--- src/rtl/pipe_pkg.sv ---
// Shared constants for the pipeline register chain and its users in the CPU top.
package pipe_pkg;

  localparam logic [31:0] NOP_INSTR = 32'h0000_0000;

  localparam int unsigned DEF_DATA_W = 32;
  localparam int unsigned DEF_STAGES = 4;
  localparam int unsigned DEF_CNT_W  = 32;

endpackage

--- src/rtl/pipe_stage.sv ---
// One pipeline register with valid bit; priority flush > hold > bubble > load.
module pipe_stage
  import pipe_pkg::*;
#(
  parameter int unsigned       DATA_W     = DEF_DATA_W,
  parameter logic [DATA_W-1:0] BUBBLE_VAL = DATA_W'(NOP_INSTR)
) (
  input  logic              clk,
  input  logic              rst_n,
  input  logic              load,
  input  logic              hold,
  input  logic              bubble,
  input  logic              flush,
  input  logic [DATA_W-1:0] d,
  input  logic              v,
  output logic [DATA_W-1:0] q,
  output logic              q_valid,
  output logic              q_valid_nxt
);

  logic [DATA_W-1:0] d_nxt;

  always_comb begin
    d_nxt       = q;
    q_valid_nxt = q_valid;
    if (load) begin
      if (flush) begin
        d_nxt       = BUBBLE_VAL;
        q_valid_nxt = 1'b0;
      end else if (hold) begin
        d_nxt       = q;
        q_valid_nxt = q_valid;
      end else if (bubble) begin
        d_nxt       = BUBBLE_VAL;
        q_valid_nxt = 1'b0;
      end else begin
        d_nxt       = d;
        q_valid_nxt = v;
      end
    end
  end

  always_ff @(posedge clk or negedge rst_n) begin
    if (!rst_n) begin
      q       <= BUBBLE_VAL;
      q_valid <= 1'b0;
    end else begin
      q       <= d_nxt;
      q_valid <= q_valid_nxt;
    end
  end

endmodule

--- src/rtl/pipe_stage_chain.sv ---
// Parametrised chain of pipeline registers with stall/flush/bubble handling,
// registered occupancy count and a saturating stall-cycle counter.
module pipe_stage_chain
  import pipe_pkg::*;
#(
  parameter int unsigned       DATA_W     = DEF_DATA_W,
  parameter int unsigned       STAGES     = DEF_STAGES,
  parameter logic [DATA_W-1:0] BUBBLE_VAL = DATA_W'(NOP_INSTR),
  parameter int unsigned       CNT_W      = DEF_CNT_W
) (
  input  logic                       clk_i,
  input  logic                       rst_i,
  input  logic                       start_i,
  input  logic [DATA_W-1:0]          data_i,
  input  logic                       valid_i,
  output logic                       in_ready_o,
  input  logic [STAGES-1:0]          stall_i,
  input  logic [STAGES-1:0]          flush_i,
  output logic [STAGES*DATA_W-1:0]   data_o,
  output logic [STAGES-1:0]          valid_o,
  output logic [$clog2(STAGES+1)-1:0] occupancy_o,
  output logic [CNT_W-1:0]           stall_cnt_o
);

  localparam int unsigned OCC_W = $clog2(STAGES + 1);

  logic [STAGES-1:0]             hold;
  logic [STAGES-1:0]             bubble;
  logic [STAGES-1:0]             src_valid;
  logic [STAGES-1:0]             valid_nxt;
  logic [STAGES-1:0][DATA_W-1:0] src_data;
  logic [STAGES-1:0][DATA_W-1:0] q_data;
  logic [OCC_W-1:0]              occ_nxt;

  assign data_o     = q_data;
  assign in_ready_o = start_i & ~hold[0];

  for (genvar k = 0; k < STAGES; k++) begin : g_stage
    // A stall anywhere downstream freezes this stage too.
    assign hold[k] = |stall_i[STAGES-1:k];

    if (k == 0) begin : g_head
      assign bubble[k]    = 1'b0;
      assign src_data[k]  = data_i;
      assign src_valid[k] = valid_i;
    end else begin : g_body
      assign bubble[k]    = hold[k-1];
      assign src_data[k]  = q_data[k-1];
      assign src_valid[k] = valid_o[k-1];
    end

    pipe_stage #(
      .DATA_W     (DATA_W),
      .BUBBLE_VAL (BUBBLE_VAL)
    ) u_stage (
      .clk         (clk_i),
      .rst_n       (rst_i),
      .load        (start_i),
      .hold        (hold[k]),
      .bubble      (bubble[k]),
      .flush       (flush_i[k]),
      .d           (src_data[k]),
      .v           (src_valid[k]),
      .q           (q_data[k]),
      .q_valid     (valid_o[k]),
      .q_valid_nxt (valid_nxt[k])
    );
  end

  always_comb begin
    occ_nxt = '0;
    for (int unsigned i = 0; i < STAGES; i++) begin
      occ_nxt = occ_nxt + OCC_W'(valid_nxt[i]);
    end
  end

  // Occupancy tracks the next-state valid vector so it lines up with valid_o.
  always_ff @(posedge clk_i or negedge rst_i) begin
    if (!rst_i) begin
      occupancy_o <= '0;
      stall_cnt_o <= '0;
    end else begin
      occupancy_o <= occ_nxt;
      if (start_i && hold[0] && (stall_cnt_o != '1)) begin
        stall_cnt_o <= stall_cnt_o + CNT_W'(1);
      end
    end
  end

endmodule

--- config.mk ---
export PLATFORM = sky130hd
export DESIGN_NAME = pipe_stage_chain
export DESIGN_NICKNAME = d
export VERILOG_FILES = /design/src/rtl/pipe_pkg.sv /design/src/rtl/pipe_stage.sv /design/src/rtl/pipe_stage_chain.sv
export SDC_FILE = /design/constraint.sdc
export NUM_CORES = 1
export LEC_CHECK = 0
export ABC_AREA = 1
export BUFFER_PORTS_ARGS = -buffer_cell sky130_fd_sc_hd__buf_2
export CORE_ASPECT_RATIO = 1.25
export CORE_MARGIN = 3
export CORE_UTILIZATION = 35
export CTS_BUF_LIST = sky130_fd_sc_hd__clkbuf_2 sky130_fd_sc_hd__clkbuf_4 sky130_fd_sc_hd__clkbuf_8
export DETAILED_ROUTE_END_ITERATION = 8
export PLACE_DENSITY_LB_ADDON = 0.1
export SLEW_MARGIN = 20
export SYNTH_ARGS = -nofsm -noshare
export SYNTH_HDL_FRONTEND = slang
export SYNTH_HIERARCHICAL = 1
export SYNTH_SLANG_ARGS = --single-unit
--- constraint.sdc ---
create_clock -name clk_i -period 1.5 [get_ports clk_i]
set_input_delay 0.15 -clock clk_i [delete_from_list [all_inputs] [get_ports clk_i]]
set_output_delay 0.15 -clock clk_i [all_outputs]
set_load 0.05 [all_outputs]
Word level (Yosys, flattened, before mapping)
Index checks and enable logic that the tools add are counted.

word-level totals
  bits in registers = 167
  output and inout bits = 168
  word-level logic and storage cells = 56

operators by class
  $add $sub $neg = 4
  eq/ne operators = 5
  muxes and demuxes = 26
  bitwise operators = 2
  reduce and logical (&&, ||, !) cells = 9

operators with widths
  operator                                               count
  two-way mux 32 bit                                     11
  adder 32 x 1 -> 32 bit, second input constant          1
  inequality test 32 bit, second input constant          1
  two-way mux 1 bit                                      15
  AND reduction 2 bit                                    4
  inequality test 2 bit, second input constant           3
  OR reduction 4 bit                                     1
  adder 2 x 1 -> 3 bit                                   1
  adder 3 x 1 -> 3 bit                                   1
  OR reduction 3 bit                                     1
  adder 1 x 1 -> 2 bit                                   1
  logical AND 1 bit                                      2
  inequality test 2 x 1 -> 1 bit, second input constant  1
  OR reduction 2 bit                                     1
  bitwise AND 1 bit                                      1
  inverter 1 bit                                         1

Depth between registers and ports, before layout
  depth in word-level cells = 8
  depth in mapped cells = 13

Hierarchy
The synthesis kept the hierarchy.

modules (own cells, without submodules)
  module            times used  cells each  area each (µm²)
  pipe_stage        4           220         1,627.8
  pipe_stage_chain  1           335         2,274.7

Least setup slack after synthesis
Ideal clock, no wire load.

  kind = input to register
  from = input port stall_i[3]
  to = register occupancy_o[1]
  library setup time = 126 ps
  arrival = 1,982 ps
  setup slack = -608 ps
  stages = 13
  path buffers = 0
  path through = nor2_1 -> inv_1 -> or2_2 -> inv_1 -> nand2_2 -> nor2_1 -> nand2_1 -> nand2_1 -> inv_1 -> fa_1 -> inv_1 -> ha_1 -> ha_1

on the way
  elaborated cells between the ends (all ways) = 21
  classes of those cells = 3 x add/sub; 15 x mux; 3 x reduce/logical

RTL lines
  item                                                              line                                      text
  start: declaration                                                pipe_stage_chain.sv:17                    input logic [STAGES-1:0] stall_i,
  OR reduction 2 bit *                                              pipe_stage_chain.sv:40                    assign hold[k] = |stall_i[STAGES-1:k];
  net bubble[3]                                                     pipe_stage_chain.sv:28                    logic [STAGES-1:0] bubble;
  two-way mux 1 bit, on equally long branches                       pipe_stage.sv:30, pipe_stage.sv:33
  two-way mux 1 bit, on equally long branches                       pipe_stage.sv:27, pipe_stage.sv:30
  two-way mux 1 bit, on equally long branches                       pipe_stage.sv:26, pipe_stage.sv:27
  adder 2 x 1 -> 3 bit / two-way mux 1 bit (equally long branches)  pipe_stage_chain.sv:73, pipe_stage.sv:26
  adder 3 x 1 -> 3 bit *                                            pipe_stage_chain.sv:73                    occ_nxt = occ_nxt + OCC_W'(valid_nxt[i]);
  net occ_nxt[1]                                                    pipe_stage_chain.sv:33                    logic [OCC_W-1:0] occ_nxt;
  end signal: assignment                                            pipe_stage_chain.sv:83                    occupancy_o <= occ_nxt;
  end: declaration                                                  pipe_stage_chain.sv:21                    output logic [$clog2(STAGES+1)-1:0] occupancy_o,

Mark *: on every way through the listed nets, which the timed path passes. The rest lies on a longest branch.
A chain may end at the register's enable or synchronous reset.

Final worst setup path
  from = register g_stage[0].u_stage.q_valid
  to = register occupancy_o[1]

on the way
  cells in the longest elaborated chain, start to end = 7
  elaborated cells between the ends (all ways) = 10
  classes of those cells = 3 x add/sub; 7 x mux

RTL lines
  item                      line                    text
  start: declaration        pipe_stage.sv:17        output logic q_valid,
  start signal: assignment  pipe_stage.sv:49        q_valid <= q_valid_nxt;
  two-way mux 1 bit         pipe_stage.sv:33        end else if (bubble) begin
  two-way mux 1 bit         pipe_stage.sv:30        end else if (hold) begin
  two-way mux 1 bit         pipe_stage.sv:27        if (flush) begin
  two-way mux 1 bit         pipe_stage.sv:26        if (load) begin
  net valid_nxt[1]          pipe_stage_chain.sv:30  logic [STAGES-1:0] valid_nxt;
  adder 1 x 1 -> 2 bit      pipe_stage_chain.sv:73
  adder 2 x 1 -> 3 bit      pipe_stage_chain.sv:73
  adder 3 x 1 -> 3 bit      pipe_stage_chain.sv:73
  net occ_nxt[1]            pipe_stage_chain.sv:33

The timed path passes the listed nets, and every way through them passes these cells.

==> results by group <==
STA
  – Setup Skew: 0.0112 ns
  – Final hold viol count: 0
  – Fmax achieved: approximately 0.6 GHz
  – Clock period minus worst slack: around 1.7 ns
  – Slew Viols, Final: 0
  – Setup TNS Final: -2.68 ns
  – RSZ-0062 raised after global routing: yes
  – Final WS setup: -0.183 ns
  – # setup viols final: 31
  – Period utilization: 112%

Synth
  – Yosys cell types: 25
  – Asr flop ratio synth: 100%
  – Leading cell types by count after synthesis: nand2_1, nor2_1, dfrtp_1
  – Dominant cell type by area after synthesis: dfrtp_1
  – EDFF count, synth: 0
  – Post-synthesis average cell area: ~7.2 um^2
  – Synth Warn #: 6
  – Mapped Cells: 1,215
  – Share of the synthesized area in the top cell type: roughly 48%
  – Top_reg_cell synth: dfrtp_1
  – Count leader, synth: nand2_1
  – Mapped Area: between 8000 and 9000 um^2
  – Sequential area share after synthesis: between 40% and 50%
  – Yosys reg bits: around 170
  – Top cells by area, synth: dfrtp_1, nand2_1, nand3_1

Critical path
  – Critical path buffer and inverter count: 3
  – WP depth: 9
  – Slowest CP cell: fa_1
  – Crit-path max FO: 3
  – CP cell instances: inv_2, nor2_1, nand2_1, nand2_1, inv_1, fa_1, inv_2, ha_4, ha_4
  – CP startpoint kind: flop
  – Worst setup EP type: flop
  – Worst EP arrival: 2.09 ns
  – WS Path Type: flop to flop
  – CP max stage delay: between 0.4 and 0.5 ns
  – Reg2Reg Depth: 9
  – R2R Setup Slk: -0.18 ns
  – Crit-path leading delay family: adder cells
  – Worst flop-to-flop path startpoint: g_stage[0].u_stage/q_valid
  – Reg2reg end: occupancy_o[1]
  – Crit path required time: 1.91 ns

Min path
  – Hold/Removal Path Class: primary input to flop
  – Hold path endpoint: g_stage[1].u_stage/q_valid
  – Hold_sp: flush_i[1]
  – Hold-critical path depth: 4

Clock network
  – CTS Root Cell: clkbuf_8
  – Clock Pin Slew Worst Setup and Hold Paths: 0.09 ns
  – CTS Buffer Depth: 2
  – Worst-Skew Late Latency: 0.46 ns
  – CTS tree: built
  – H-tree levels: 4
  – Clock sinks: 167
  – CTS Buf Count: 17

Routing
  – Metal3 WL: 1.46 mm
  – ANT nets after route: 0
  – Initial DRC Count: 385
  – Top sig layer: met4
  – Via/cell ratio: 4.58
  – M1 WL: between 10 and 15 mm
  – WL/cell: 14.9 um
  – Drt total wl: 27.7 mm
  – Drt pass-1 iters: 5
  – Vias: 8,545
  – Met2 WL: 13.5 mm
  – DR DRC count: 0

Final layout
  – Diode count: 0
  – P&R area growth vs syn: 39.8%
  – Share of cells above drive strength 1: 31.5%
  – Final layout net count: 1,570
  – Fin cells: 1,865
  – Final instance area: 12,300 um^2

Power and ir drop
  – Pwr per Cell Area: 856 nW/um^2
  – VDD IR-drop max: 0.000452 V
  – Pleak: 0.00664 uW
  – Overall Power: 10,500 uW

Run status
  – Failing checks: setup timing
  – Status: finished, violations left

GRT
  – Grt ovf: 0
  – Gr usage total: 20.4%
  – Vias in the first global route: 8,377
  – Initial antenna violation count: 0
  – First-pass GRT wire length: 44.6 mm
  – Largest net degree at the start of global routing: 44

Place
  – Routability cong.: 0.872
  – Placed Area: 10,900 um^2
  – Placed insts: 1,775
  – IO buf count: ~210
  – DP HPWL: 20.4 mm

Floorplanning
  – Core Area: 24,600 um^2
  – Die X: 148 um
  – Die area: approximately 27,000 um^2
  – I/O pins: 212
  – Core Rows: 64
  – Starting Density: approximately 36%
  – Chip height: approximately 180 um

Run
  – Max Cap Viol: 0
==> final cells by class <==
cell class              count  area (um^2)
fillers                  2521        12300
multi-input cells         928         4300
flip-flops and latches    167         4220
repair buffers            357         2670
well taps                 330          413
clock buffers              18          248
clock inverters            14          220
inverters                  50          200
repair inverters            1         8.76
==> state kept, by name (all words and copies together), names as in the netlist <==
register,count
stall_cnt_o,32
occupancy_o,3
g_stage.u_stage/q_valid,4
g_stage.u_stage/q,128
==> kinds of logic after synthesis <==
group	count (synthesis)	synth area share, %
AOI/OAI and AO/OA	5	0.285
adders and majority gates	4	0.655
DFF	167	47.6
and+or+nand+nor	906	43.1
buffers and inverters	121	7.29
xor gates and xnor gates	11	1.10
other	1	0.0427
==> how the worst max path moves through the flow <==
| stage | startpoint | endpoint | slack (ns) |
|---|---|---|---|
| 5_1_grt | g_stage[0].u_stage/q_valid | occupancy_o[1] | -0.26 |
| 6_report | g_stage[0].u_stage/q_valid | occupancy_o[1] | -0.18 |
| 3_5_place_dp | stall_i[3] | occupancy_o[1] | -0.66 |
| 2_1_floorplan | stall_i[3] | occupancy_o[1] | -0.45 |
| 3_3_place_gp | stall_i[3] | occupancy_o[1] | -0.64 |
| 4_1_cts | g_stage[0].u_stage/q_valid | occupancy_o[1] | -0.18 |
==> power breakdown <==
part           total, uW  internal (uW)  switching [uW]
registers           4780           4640             144
logic               1940            708            1230
clock network       3790           2040            1750
total              10500           7390            3130
==> layout by cell type, fill, tap and decap left out, types with 14 or more instances in the layout <==
| master | count |
|---|---|
| dlygate4sd3_1 | 34 |
| dfrtp_1 | 135 |
| clkbuf_8 | 18 |
| buf_4 | 74 |
| nand2_1 | 488 |
| nand2_4 | 14 |
| nand2_2 | 31 |
| dfrtp_2 | 32 |
| buf_12 | 20 |
| nand3_1 | 140 |
| buf_2 | 207 |
| nor2_1 | 180 |
| inv_1 | 42 |
| nand4_1 | 15 |
==> what timing repair did <==
action                                 in CTS  in global routing
buffers inserted                           10                 10
resized for setup                          35                 57
gates cloned                                4                  2
setup endpoints to repair                  32                 37
pin swaps                                  11                 51
endpoints found under the hold margin     130                  0
hold buffers                               34                  0
==> per-layer routing <==
layer / vias up / GRT usage (%)
li1: 4385 / -
met1: 3917 / 27.4
met2: 219 / 33.7
met3: 24 / 4.37
met4: 0 / 5.41
met5: - / 0
==> worst min-delay path: stages <==
cell and delay, ns:
buf_2 0.14, nor2_1 0.06, nand2_1 0.06, nand2_1 0.07
==> metrics by stage <==
stage / hold WS, ns / util (%) / worst slack, ns
after global routing: 0.0300 / 50.0 / -0.264
after floorplan: -0.146 / - / -0.454
after CTS: 0.0124 / 48.8 / -0.183
after global placement: 0.132 / 44.2 / -0.636
final: 0.0533 / 50.0 / -0.183
after detailed placement: 0.129 / 44.2 / -0.662
Note: power is estimated with default switching activity, not from simulation.
